[config.mk]
export PLATFORM = sky130hd
export DESIGN_NAME = div_unit_flat
export DESIGN_NICKNAME = d
export VERILOG_FILES = /design/src/rtl/div_unit_pkg.sv /design/src/rtl/div_unit_if.sv /design/src/rtl/div_unit.sv /design/src/flat_wrapper.sv
export SDC_FILE = /design/constraint.sdc
export NUM_CORES = 1
export LEC_CHECK = 0
export ABC_AREA = 1
export BUFFER_PORTS_ARGS = -buffer_cell sky130_fd_sc_hd__buf_2
export CAP_MARGIN = 20
export CORE_MARGIN = 8
export CORE_UTILIZATION = 25
export CTS_CLUSTER_DIAMETER = 40
export CTS_CLUSTER_SIZE = 24
export DETAILED_ROUTE_END_ITERATION = 10
export GPL_TIMING_DRIVEN = 0
export SLEW_MARGIN = 15
export SYNTH_ARGS = -nofsm -noshare
export SYNTH_HDL_FRONTEND = slang
export SYNTH_SLANG_ARGS = --single-unit
[constraint.sdc]
create_clock -name clk -period 1.94 [get_ports clk]
set_input_delay 0.097 -clock clk [delete_from_list [all_inputs] [get_ports clk]]
set_output_delay 0.097 -clock clk [all_outputs]
set_load 0.02 [all_outputs]
[src/rtl/div_unit_pkg.sv]
// Shared mult/div pipeline definitions: FSM encoding, iteration count and
// HI/LO field positions of the 64-bit result.
package div_unit_pkg;

  localparam int XLEN       = 32;
  localparam int DIV_CYCLES = 32;

  // HI holds the remainder, LO holds the quotient
  localparam int LO_LSB = 0;
  localparam int LO_MSB = 31;
  localparam int HI_LSB = 32;
  localparam int HI_MSB = 63;

  localparam logic [1:0] S_IDLE = 2'd0;
  localparam logic [1:0] S_CALC = 2'd1;
  localparam logic [1:0] S_FIX  = 2'd2;
  localparam logic [1:0] S_DONE = 2'd3;

endpackage

[src/rtl/div_unit_if.sv]
// Issue/result bundle between the EX stage and the divider.
interface div_unit_if;
  logic [31:0] op1;
  logic [31:0] op2;
  logic        div_en;
  logic        unsigned_instr;
  logic [63:0] div_result;
  logic        busy;
  logic        done;

  modport master (output op1, op2, div_en, unsigned_instr,
                  input  div_result, busy, done);
  modport slave  (input  op1, op2, div_en, unsigned_instr,
                  output div_result, busy, done);
endinterface

[src/rtl/div_unit.sv]
// Multi-cycle restoring divider (div/divu). One quotient bit per cycle on
// operand magnitudes, sign fix-up in a final cycle, registered HI/LO result.
module div_unit #(
  parameter int DIV_CYCLES = div_unit_pkg::DIV_CYCLES
) (
  input  logic       clk,
  input  logic       rst_n,
  div_unit_if.slave  bus
);
  import div_unit_pkg::*;

  localparam int CW = (DIV_CYCLES > 1) ? $clog2(DIV_CYCLES) : 1;
  localparam logic [CW-1:0] LAST = CW'(DIV_CYCLES - 1);

  logic [1:0]    state_q, state_d;
  logic [CW-1:0] cnt_q, cnt_d;
  logic [32:0]   rem_q, rem_d;     // partial remainder
  logic [31:0]   quo_q, quo_d;     // dividend shifts out, quotient shifts in
  logic [31:0]   dvs_q, dvs_d;     // divisor magnitude
  logic [31:0]   op1_q, op1_d;     // original dividend for the /0 case
  logic          qneg_q, qneg_d;
  logic          rneg_q, rneg_d;
  logic          dz_q, dz_d;
  logic [63:0]   res_q, res_d;

  // operand magnitudes and step arithmetic
  logic [31:0] a_mag, b_mag, q_fix, r_fix;
  logic [32:0] rem_sh;
  logic [33:0] diff;
  logic        borrow, accept;

  assign accept = bus.div_en && (state_q == S_IDLE || state_q == S_DONE);
  assign a_mag  = (bus.unsigned_instr || !bus.op1[31]) ? bus.op1 : (~bus.op1 + 32'd1);
  assign b_mag  = (bus.unsigned_instr || !bus.op2[31]) ? bus.op2 : (~bus.op2 + 32'd1);
  assign rem_sh = {rem_q[31:0], quo_q[31]};
  assign diff   = {1'b0, rem_sh} - {2'b00, dvs_q};
  assign borrow = diff[33];
  assign q_fix  = qneg_q ? (~quo_q + 32'd1) : quo_q;
  assign r_fix  = rneg_q ? (~rem_q[31:0] + 32'd1) : rem_q[31:0];

  // next-state: accept, iterate, sign fix-up
  always_comb begin
    state_d = state_q;
    cnt_d   = cnt_q;
    rem_d   = rem_q;
    quo_d   = quo_q;
    dvs_d   = dvs_q;
    op1_d   = op1_q;
    qneg_d  = qneg_q;
    rneg_d  = rneg_q;
    dz_d    = dz_q;
    res_d   = res_q;
    case (state_q)
      S_IDLE, S_DONE: begin
        if (accept) begin
          state_d = S_CALC;
          cnt_d   = '0;
          rem_d   = '0;
          quo_d   = a_mag;
          dvs_d   = b_mag;
          op1_d   = bus.op1;
          qneg_d  = !bus.unsigned_instr && (bus.op1[31] ^ bus.op2[31]);
          rneg_d  = !bus.unsigned_instr && bus.op1[31];
          dz_d    = (bus.op2 == 32'd0);
        end else begin
          state_d = S_IDLE;
        end
      end
      S_CALC: begin
        rem_d = borrow ? rem_sh : diff[32:0];
        quo_d = {quo_q[30:0], ~borrow};
        cnt_d = cnt_q + 1'b1;
        if (cnt_q == LAST) state_d = S_FIX;
      end
      S_FIX: begin
        // a zero divisor bypasses sign handling: all-ones quotient, dividend back
        if (dz_q) begin
          res_d[HI_MSB:HI_LSB] = op1_q;
          res_d[LO_MSB:LO_LSB] = 32'hFFFF_FFFF;
        end else begin
          res_d[HI_MSB:HI_LSB] = r_fix;
          res_d[LO_MSB:LO_LSB] = q_fix;
        end
        state_d = S_DONE;
      end
      default: state_d = S_IDLE;
    endcase
  end

  // state registers, cleared asynchronously
  always_ff @(posedge clk or negedge rst_n) begin
    if (!rst_n) begin
      state_q <= S_IDLE;
      cnt_q   <= '0;
      rem_q   <= '0;
      quo_q   <= '0;
      dvs_q   <= '0;
      op1_q   <= '0;
      qneg_q  <= 1'b0;
      rneg_q  <= 1'b0;
      dz_q    <= 1'b0;
      res_q   <= '0;
    end else begin
      state_q <= state_d;
      cnt_q   <= cnt_d;
      rem_q   <= rem_d;
      quo_q   <= quo_d;
      dvs_q   <= dvs_d;
      op1_q   <= op1_d;
      qneg_q  <= qneg_d;
      rneg_q  <= rneg_d;
      dz_q    <= dz_d;
      res_q   <= res_d;
    end
  end

  assign bus.busy       = (state_q == S_CALC) || (state_q == S_FIX);
  assign bus.done       = (state_q == S_DONE);
  assign bus.div_result = res_q;

endmodule

[src/flat_wrapper.sv]
// flat-port wrapper written by rule: the top's interface ports become plain ports
module div_unit_flat import div_unit_pkg::*;
#(
  parameter int DIV_CYCLES = div_unit_pkg::DIV_CYCLES
)
  (clk, rst_n, bus_op1, bus_op2, bus_div_en, bus_unsigned_instr, bus_div_result, bus_busy, bus_done);
  div_unit_if bus_i ();
  input  logic clk;
  input  logic rst_n;
  input wire logic [$bits(bus_i.op1)-1:0] bus_op1;
  input wire logic [$bits(bus_i.op2)-1:0] bus_op2;
  input wire logic [$bits(bus_i.div_en)-1:0] bus_div_en;
  input wire logic [$bits(bus_i.unsigned_instr)-1:0] bus_unsigned_instr;
  output wire logic [$bits(bus_i.div_result)-1:0] bus_div_result;
  output wire logic [$bits(bus_i.busy)-1:0] bus_busy;
  output wire logic [$bits(bus_i.done)-1:0] bus_done;
  assign bus_i.op1 = bus_op1;
  assign bus_i.op2 = bus_op2;
  assign bus_i.div_en = bus_div_en;
  assign bus_i.unsigned_instr = bus_unsigned_instr;
  assign bus_div_result = bus_i.div_result;
  assign bus_busy = bus_i.busy;
  assign bus_done = bus_i.done;
  div_unit #(.DIV_CYCLES(DIV_CYCLES)) u_core (.clk(clk), .rst_n(rst_n), .bus(bus_i));
endmodule
==> reports/metrics.yaml, run 1 <==
status:
  status: "complete, but fails checks"
  violations: "negative setup slack"
logic_synthesis:
  ys_top_cells_by_area: "dfrtp_1 34%, nand2_1 18%, inv_1 7.9%"
  synth_edf_count: 0
  ys_ff_latch: 202
  async_flop_share_pct: 100
  synth_top_family_by_area: "simple AND/OR/NAND/NOR gates"
  netlist_area_sq_um: 14700
  synth_adder_area_share_pct: 3.63
  netlist_instances: 2221
  synth_compound_area_share_pct: 12.1
  synth_nets: 2331
  synth.area.mux_share_pct: 0
  ys.flop_type: "dfrtp_1"
  ys_seq_area_share_pct: 34.5
  synthXorXnorAreaFrac_pct: 4.24
  synth_top_area_share_pct: 34.5
  yosys.cell_types.count: 53
  synth_top_cell_by_area: "dfrtp_1"
  synthSimpleGateAreaFrac_pct: 34.9
  yosys_warnings: 0
  avgSynthCellArea_sq_um: 6.61
cells_and_area:
  final_cell_mix: "615 x nand2_1, 271 x inv_1, 172 x dfrtp_1, 169 x nor2_1, 154 x nand3_1"
  fin_util_pct: 35.6
  drive_above_1_share_pct: 26.8
  final_common_cell: "nand2_1"
  area_growth_pct: 41.9
  stdcell_count: 3351
  finish.instance_area_sq_um: 20800
  fin_nets: 2661
floorplanning:
  start_util_pct: 25.0
  boundaryPins: 134
  coreArea_sq_um: 58600
  die-area_sq_um: 66700
  row_count: 89
  die_w_microns: 258
  die_height_microns: 258
global_routing:
  grt.overflow.total: 0
  track_usage_pct: 17.5
  grt_max_degree: 90
  antenna_found_initial: 1
  grt_pass1_vias: 15547
  grt_pass1_wl_microns: 91700
clocking:
  clock_sinks: 202
  cts_htree_levels: 2
  cts_buffer_depth: 3
  cts_buffers: 36
  clk_pin_slew_ps: 50
  cts_tree: "built"
  clk_latency_ps: 560
  cts-root-buf: "clkbuf_16"
pwr:
  internal-power_mw: 18.6
  cellPowerDensity_nw_per_um2: 1760
  comb_power_share_pct: 62.4
  ir_worst_vdd_v: 0.000639
  switchingPower_mw: 18.0
  p_total_mw: 36.7
  p_clk_share_pct: 17.4
  p_sw_share_pct: 49.2
  seqPwrFrac_pct: 20.2
  p_leak_nw: 10.6
routing:
  wl_met3_microns: 5450
  wl_met2_microns: 26400
  totalWireLength_microns: 60600
  wl_per_cell_microns: 18.1
  drc: 0
  viasPerCell: 4.84
  drt_iter0_drc: 1577
  highest_layer: "met5"
  wl_met1_microns: 26600
  dr_total_vias: 16228
  dr.pass1.iters: 8
  ant_nets: 0
sta:
  max_freq_mhz: 465
  postLayoutSetupSlackWorst_ps: -211
  rsz0062_at_grt: "true"
  fin_skew_ps: 23.9
  fin_crit_sh_pct: 111
  min_period_ps: 2150
  worst_pin_slew_ps: 694
  hold_viol_final: 0
  drv_slew: 0
  setup_viol: 43
  maxSlewHeadroom_pct: 53.7
worst_setup_path:
  start_kind: "flip-flop"
  reg2reg_from: "u_core.quo_q[31]"
  reg2reg_depth: 12
  worstSetupEndpoint: "u_core.rem_q[10]"
  critPathLaunch: "u_core.quo_q[31]"
  worstSetupEndpointType: "flip-flop"
  crit_type: "reg2reg"
  rrSetupSlack_ps: -210
  critPathArrivalTime_ps: 2550
  reg2reg_to: "u_core.rem_q[10]"
  critical-path-slowest-cell: "fa_2"
  slowest_delay_ps: 400
  worstPathCellList: "inv_4, ha_4, fa_2, inv_2, buf_6, nand3_2, nand3b_1, buf_4, xnor2_2, nand2_1, nand3_1, o21ai_1"
  crit_required_ps: 2340
  crit_fanout: 3
place:
  io_buffers: 133
  hpwl_microns: 45600
  dpl_cell_area_sq_um: 16400
  place_congestion: 0.935
  dp.cells: 3129
flow_run:
  max_cap_viol_count: 0
worst_hold_path:
  hp-class: "in2reg"
-- stage by stage --
stage | TNS (ps) | setup WS [ps] | hold slack (ps)
3_5_place_dp | -75320 | -829 | -30.7
4_1_cts | -3350 | -168 | 26.3
2_1_floorplan | -9.66 | -9.66 | -199
5_1_grt | -10920 | -308 | 50.9
3_3_place_gp | -657740 | -2910 | 380
6_report | -4640 | -211 | 43.0
-- what timing repair did --
action / 4_1_cts / 5_1_grt
hold buffers: 63 / 0
pin swaps: 53 / 87
endpoints found under the hold margin: 208 / 0
setup endpoints to repair: 168 / 135
cloned: 4 / 5
resized for setup: 268 / 211
setup buffers: 59 / 30
-- power by group through the flow --
stage	Combinational [mW]	Sequential [mW]	Clock, mW
3_3_place_gp	16.9	7.36	0
6_report	22.9	7.41	6.38
2_1_floorplan	11.2	7.55	0
4_1_cts	20.1	7.36	6.49
5_1_grt	25.0	7.60	6.64
3_5_place_dp	16.9	7.39	0
-- registers in the layout, summed over array words and instances, names as in the netlist --
register,count
u_core.rneg_q,1
u_core.qneg_q,1
u_core.rem_q,32
u_core.cnt_q,5
u_core.op1_q,32
u_core.dz_q,1
u_core.dvs_q,32
u_core.quo_q,32
u_core.bus.div_result,64
u_core.state_q,2
-- cell usage after synthesis (4+ instances only) --
library cell / number
xor2_1: 53
o21ai_0: 150
nor3_1: 20
inv_1: 309
buf_4: 4
nor2_4: 4
inv_2: 8
o221ai_1: 12
buf_2: 10
nor2_2: 8
dfrtp_1: 202
o211ai_1: 11
o21ai_1: 9
a31oi_1: 12
nand4_1: 25
or2_2: 12
nand2_1: 693
a21oi_1: 56
ha_1: 41
nand3_1: 204
a22oi_1: 20
nand3b_1: 8
clkbuf_1: 52
buf_6: 4
o22ai_1: 14
nand3_2: 12
xnor2_1: 18
nor2_1: 199
nor4_1: 5
nand2_2: 6
-- cells by family (layout without fill, tap and decap cells) --
kind of cell	count (synthesis)	count (layout)
other	0	1
buffers and inverters	395	751
xor gates and xnor gates	71	71
and+or+nand+nor	1205	1205
DFF	202	202
AOI/OAI and AO/OA	306	306
adders and majority gates	42	42
-- layout make-up --
cell class	count	area, sq um
Sequential cell	202	5090
Buffer	73	509
Multi-Input combinational cell	1624	9500
Tap cell	773	967
Clock inverter	19	224
Timing Repair Buffer	294	2320
Fill cell	6200	37700
Antenna cell	1	2.50
Clock buffer	45	985
Inverter	320	1220
-- worst max-delay path, delay by kind of cell, from the launching register on --
family | cells | cell delay [ps]
flip-flops | 1 | 380
adder cells (fa/ha/maj) | 2 | 580
AND/OR/NAND/NOR | 4 | 420
buffers and inverters | 4 | 430
XOR/XNOR | 1 | 120
AO/OA/AOI/OAI | 1 | 60
-- layer usage --
layer / global-route usage [%] / up-vias
met1: 23.3 / 7688
li1: - / 7802
met3: 5.27 / 108
met2: 26.8 / 628
met4: 6.25 / 2
met5: 0 / -
-- worst min path at each step --
stage | to | cells past startpoint | slack [ps] | start
CTS | u_core.dvs_q[0] | 3 | 30 | bus_op2[0]
finish | u_core.dvs_q[0] | 3 | 40 | bus_op2[0]
detailed placement | u_core.bus.div_result[0] | 1 | -30 | rst_n
global placement | u_core.op1_q[12] | 3 | 380 | bus_op1[12]
global route | u_core.rneg_q | 4 | 50 | bus_unsigned_instr
floorplan | u_core.bus.div_result[0] | 0 | -200 | rst_n
Note: power is estimated with default switching activity, not from simulation.
==> inputs of run 2 (changes only) <==
--- a/config.mk
+++ b/config.mk
@@ -9,11 +9,12 @@
 export BUFFER_PORTS_ARGS = -buffer_cell sky130_fd_sc_hd__buf_2
 export CAP_MARGIN = 20
 export CORE_MARGIN = 8
-export CORE_UTILIZATION = 25
+export CORE_UTILIZATION = 55
 export CTS_CLUSTER_DIAMETER = 40
 export CTS_CLUSTER_SIZE = 24
 export DETAILED_ROUTE_END_ITERATION = 10
 export GPL_TIMING_DRIVEN = 0
+export PLACE_DENSITY = 0.78
 export SLEW_MARGIN = 15
 export SYNTH_ARGS = -nofsm -noshare
 export SYNTH_HDL_FRONTEND = slang
==> reports/metrics.yaml, run 2 (synthesis results as in run 1) <==
cells_and_area:
  final_cell_mix: "618 x nand2_1, 262 x inv_1, 171 x dfrtp_1, 164 x nor2_1, 164 x nand3_1"
  final_common_cell: "nand2_1"
  largest_register_ffs: 64  # unchanged
  area_growth_pct: 37.9
  stdcell_count: 2905  # -13%
  drive_above_1_share_pct: 27.3  # +0.47 points
  fin_nets: 2653  # -0.30%
clocking:
  cts-root-buf: "clkbuf_16"
  cts_htree_levels: 2  # unchanged
  clock_sinks: 202  # unchanged
  clk_pin_slew_ps: 60  # about the same
  cts_tree: "built"
  clk_latency_ps: 530  # -30 ps
  cts_buffers: 35  # -2.8%
  cts_buffer_depth: 3  # unchanged
global_routing:
  antenna_found_initial: 1  # unchanged
  grt_pass1_wl_microns: 91700  # about the same
  grt.overflow.total: 0  # unchanged
  track_usage_pct: 37.2  # +20 points
  grt_max_degree: 103  # +14%
  grt_pass1_vias: 16209  # +4.3%
place:
  dp.cells: 2691  # -14%
  hpwl_microns: 44200  # -3.1%
  place_congestion: 0.995  # +6.4%
  io_buffers: 133  # unchanged
status:
  violations: "negative setup slack"
  status: "complete, but fails checks"
flow_run:
  max_cap_viol_count: 0  # unchanged
worst_setup_path:
  crit_fanout: 4  # +1
  critPathArrivalTime_ps: 2720  # +170 ps
  crit_required_ps: 2340  # about the same
  crit_type: "reg2reg"
  worstSetupEndpointType: "flip-flop"
  start_kind: "flip-flop"
pwr:
  ir_worst_vdd_v: 0.00153  # +140%
  cellPowerDensity_nw_per_um2: 1870  # +6.1%
  p_leak_nw: 10.5  # -1.1%
routing:
  ant_nets: 0  # unchanged
  drc: 0  # unchanged
  totalWireLength_microns: 64400  # +6.3%
  viasPerCell: 6.12  # +26%
  dr_total_vias: 17788  # +9.6%
  wl_per_cell_microns: 22.2  # +23%
  drt_iter0_drc: 2536  # +61%
  dr.pass1.iters: 7  # -1
sta:
  min_period_ps: 2320  # +167 ps
  drv_slew: 0  # unchanged
  hold_viol_final: 0  # unchanged
  worst_pin_slew_ps: 829  # +135 ps
  maxSlewHeadroom_pct: 44.7  # -9.0 points
  max_freq_mhz: 431  # -7.2%
  rsz0062_at_grt: "true"
  tns_ps: -8870  # -4230 ps
  postLayoutSetupSlackWorst_ps: -378  # -167 ps
  setup_viol: 48  # +12%
  fin_skew_ps: 28.1  # +4.26 ps
  fin_crit_sh_pct: 120  # +8.6 points
floorplanning:
  die_height_microns: 179  # -31%
  coreArea_sq_um: 26100  # -55%
  boundaryPins: 134  # unchanged
  start_util_pct: 56.1  # +31 points
  die-area_sq_um: 32200  # -52%
  die_w_microns: 179  # -31%
  row_count: 59  # -34%
worst_hold_path:
  hp-class: "in2reg"
## run 2: final cells by class
class | count | area, sq um
clock inverter | 25 | 288
multi-input combinational | 1624 | 9550
inverter | 320 | 1230
fill | 1866 | 5900
antenna | 1 | 2.50
tap | 335 | 419
sequential | 202 | 5090
clock buffer | 38 | 897
timing repair buffer | 290 | 2260
buffer | 70 | 488
## run 2: timing repair
item | in CTS | in global routing
pin swaps | 28 | 54
cloned | 4 | 5
hold buffers | 63 | 0
resized for setup | 204 | 304
buffers inserted | 31 | 53
hold endpoints to repair | 190 | 0
setup endpoints to repair | 170 | 133
## run 2: report_power, final
group,switching [mW],internal (mW)
logic,15.3,8.54
clock network,2.49,3.86
registers,1.65,5.97
total,19.4,18.4
## run 2: per-layer routing
layer  up-vias  wire, microns  GRT usage [%]  part of all wire (%)
met4         2           3470           13.3                   5.4
li1       7777              -              -                     -
met2      1403          27300           55.8                    42
met3       326           8430           9.31                    13
met5         -             18              0                 0.028
met1      8280          25200           51.6                    39
## run 2: worst paths after layout
check	startpoint	end	slack [ps]	cells after the start
max reg2reg	u_core.quo_q[31]	u_core.rem_q[14]	-380	14
max in group asynchronous	rst_n	u_core.dz_q	810	4
min	bus_op2[22]	u_core.dz_q	50	4
min in group asynchronous	rst_n	u_core.rem_q[4]	220	3
max	u_core.quo_q[31]	u_core.rem_q[14]	-380	14
min reg2reg	u_core.bus.div_result[42]	u_core.bus.div_result[42]	460	2
## run 2: through the flow
step           hold slack (ps)  instance area [sq um]  setup slack, ps  total power [mW]  util (%)
5_1_grt                   38.6                  20200             -416              39.5      77.4
6_report                  49.6                  20200             -378              37.8      77.4
3_5_place_dp               165                  15900             -727              24.5      60.7
2_1_floorplan             -199                  14700            -9.66              18.7         -
4_1_cts                  0.180                  18800             -272              33.3      71.9
3_3_place_gp               372                  15800            -2600              24.1      60.5
## run 2: worst max-delay path, stage by stage (launching register included)
cell and delay [ps]:
dfrtp_1 400, clkinvlp_4 210, ha_4 220, fa_2 350
inv_2 90, nand3_4 80, nand3_4 120, nand2_4 70
nand2_4 80, nand2_2 70, nand2_4 80, xnor2_1 120
nand2_1 110, nand3_1 100, nand2_1 70
==> inputs of run 3 (changes only) <==
--- a/config.mk
+++ b/config.mk
@@ -8,8 +8,10 @@
 export ABC_AREA = 1
 export BUFFER_PORTS_ARGS = -buffer_cell sky130_fd_sc_hd__buf_2
 export CAP_MARGIN = 20
+export CORE_ASPECT_RATIO = 1.4
 export CORE_MARGIN = 8
 export CORE_UTILIZATION = 55
+export CTS_BUF_LIST = sky130_fd_sc_hd__clkbuf_16
 export CTS_CLUSTER_DIAMETER = 40
 export CTS_CLUSTER_SIZE = 24
 export DETAILED_ROUTE_END_ITERATION = 10
==> reports/metrics.yaml, run 3 (synthesis results as in run 1) <==
global_routing:
  grt_pass1_vias: 17035  # +5.1%
  grt_max_degree: 81  # -21%
  track_usage_pct: 38.3  # +1.1 points
  grt_pass1_wl_microns: 95000  # +3.6%
  grt.overflow.total: 0  # unchanged
  antenna_found_initial: 1  # unchanged
worst_setup_path:
  rrSetupSlack_ps: -410  # -30 ps
  worstSetupEndpointType: "flip-flop"
  worstPathCellList: "ha_4, nand2_4, inv_1, nand2_2, nand2_1, nand2_2, nand3_4, nand2_4, nand2_4, nand2_8, bufbuf_16, nand3_1, nand3_1, o21ai_0"
  crit_type: "reg2reg"
  start_kind: "flip-flop"
  critical-path-slowest-cell: "dfrtp_1"
  slowest_delay_ps: 450  # +50 ps
  critPathLaunch: "u_core.rem_q[2]"
  reg2reg_from: "u_core.rem_q[2]"
  crit_fanout: 5  # +1
  cpMostUsedCell: "nand2_4"
  crit_required_ps: 2380  # +40 ps
  cp.depth: 14  # unchanged
  crit_family: "simple AND/OR/NAND/NOR gates"
  reg2reg_depth: 14  # unchanged
  cp_num_buf_inv: 2  # unchanged
  critPathArrivalTime_ps: 2780  # +60 ps
sta:
  fin_skew_ps: 31.6  # +3.47 ps
  maxSlewHeadroom_pct: 42.7  # -2.0 points
  rsz0062_at_grt: "true"
  fin_hold_ws_ps: 22.0  # -27.6 ps
  tns_ps: -9150  # -279 ps
  drv_slew: 0  # unchanged
  min_period_ps: 2350  # +26.7 ps
  postLayoutSetupSlackWorst_ps: -405  # -26.7 ps
  hold_viol_final: 0  # unchanged
  max_freq_mhz: 426  # -1.1%
  worst_pin_slew_ps: 852  # +22.5 ps
  fin_crit_sh_pct: 121  # +1.4 points
  setup_viol: 43  # -10%
cells_and_area:
  largest_register_ffs: 64  # unchanged
  area_growth_pct: 37.2
  stdcell_count: 2894  # -0.38%
  final_common_cell: "nand2_1"
  fin_nets: 2658  # +0.19%
  fillCellCount: 1895  # +1.6%
  drive_above_1_share_pct: 28.3  # +0.97 points
  final_cell_mix: "600 x nand2_1, 260 x inv_1, 176 x dfrtp_1, 157 x nand3_1, 147 x nor2_1"
worst_hold_path:
  whs_path_depth: 5  # +1
  hp-start: "bus_op2[1]"
  hp-class: "in2reg"
pwr:
  cellPowerDensity_nw_per_um2: 1850  # -0.92%
  ir_worst_vdd_v: 0.00128  # -17%
  p_leak_nw: 10.5  # about the same
floorplanning:
  die_w_microns: 154  # -14%
  die-area_sq_um: 32200  # +0.23%
  boundaryPins: 134  # unchanged
  start_util_pct: 56.0  # -0.12 points
  die_height_microns: 209  # +17%
  coreArea_sq_um: 26200  # +0.21%
  row_count: 70  # +19%
routing:
  drt_iter0_drc: 1711  # -33%
  dr.pass1.iters: 6  # -1
  viasPerCell: 5.98  # -2.3%
  dr_total_vias: 17315  # -2.7%
  ant_nets: 0  # unchanged
  drc: 0  # unchanged
  wl_per_cell_microns: 22.6  # +2.1%
  totalWireLength_microns: 65500  # +1.7%
place:
  dp.cells: 2680  # -0.41%
  hpwl_microns: 45700  # +3.2%
  io_buffers: 133  # unchanged
  place_congestion: 1.04  # +4.5%
clocking:
  cts_tree: "built"
  cts_htree_levels: 1  # -1
  cts_buffer_depth: 3  # unchanged
  clk_latency_ps: 580  # +50 ps
  clock_sinks: 202  # unchanged
  clk_pin_slew_ps: 70  # about the same
  cts_buffers: 27  # -23%
  cts-root-buf: "clkbuf_16"
status:
  violations: "negative setup slack"
  status: "complete, but fails checks"
flow_run:
  max_cap_viol_count: 0  # unchanged
==> run 3: through the flow <==
step	cell area (sq um)	power (mW)	setup WS, ps	utilization [%]
detailed placement	15900	24.5	-860	60.5
CTS	19000	32.9	-178	72.4
global placement	15800	24.2	-2480	60.3
finish	20100	37.3	-405	76.9
global route	20100	39.2	-491	76.9
floorplan	14700	18.7	-9.66	-
==> run 3: tightest hold or removal path, cell delays in order <==
cell and delay, ps:
buf_2 100, inv_1 90, a21oi_1 70, o21ai_0 90
o21ai_0 90
==> run 3: final cells by class <==
cell class / count / area [sq um] / area share, %
multi-input cells: 1624 / 9700 / 48.2
inverters: 320 / 1230 / 6.12
clock buffers: 27 / 676 / 3.36
flip-flops and latches: 202 / 5090 / 25.3
diodes: 1 / 2.50 / 0.0124
plain buffers: 71 / 458 / 2.27
clock inverters: 23 / 268 / 1.33
repair buffers: 302 / 2300 / 11.4
well taps: 324 / 405 / 2.01
==> run 3: per-layer routing <==
metal	global-route usage [%]	wire, microns	part of all wire, %
met3	6.54	4750	7.2
met1	37.2	21000	32
met2	68.6	32600	50
met5	0	0	0
met4	34.7	7260	11
==> run 3: path summary, 6_finish.rpt <==
| path | end |
|---|---|
| worst max-delay path | u_core.rem_q[1] |
| worst min-delay path | u_core.dvs_q[1] |
| worst max register to register | u_core.rem_q[1] |
| worst min register to register | u_core.bus.div_result[56] |
| max in group asynchronous | u_core.rem_q[21] |
| min in group asynchronous | u_core.bus.div_result[23] |
==> run 3: power by group <==
group / switching (mW) / internal [mW] / leakage (nW)
registers: 1.55 / 5.96 / 2.52
clock network: 2.22 / 3.04 / 0.466
logic: 15.6 / 8.89 / 7.48
total: 19.4 / 17.9 / 10.5
==> run 3: timing repair <==
action / in CTS / in global routing
gates cloned: 6 / 1
pin swaps: 76 / 87
setup endpoints to repair: 168 / 131
buffers inserted: 51 / 46
endpoints found under the hold margin: 296 / 0
hold buffers: 65 / 0
resized for setup: 283 / 249
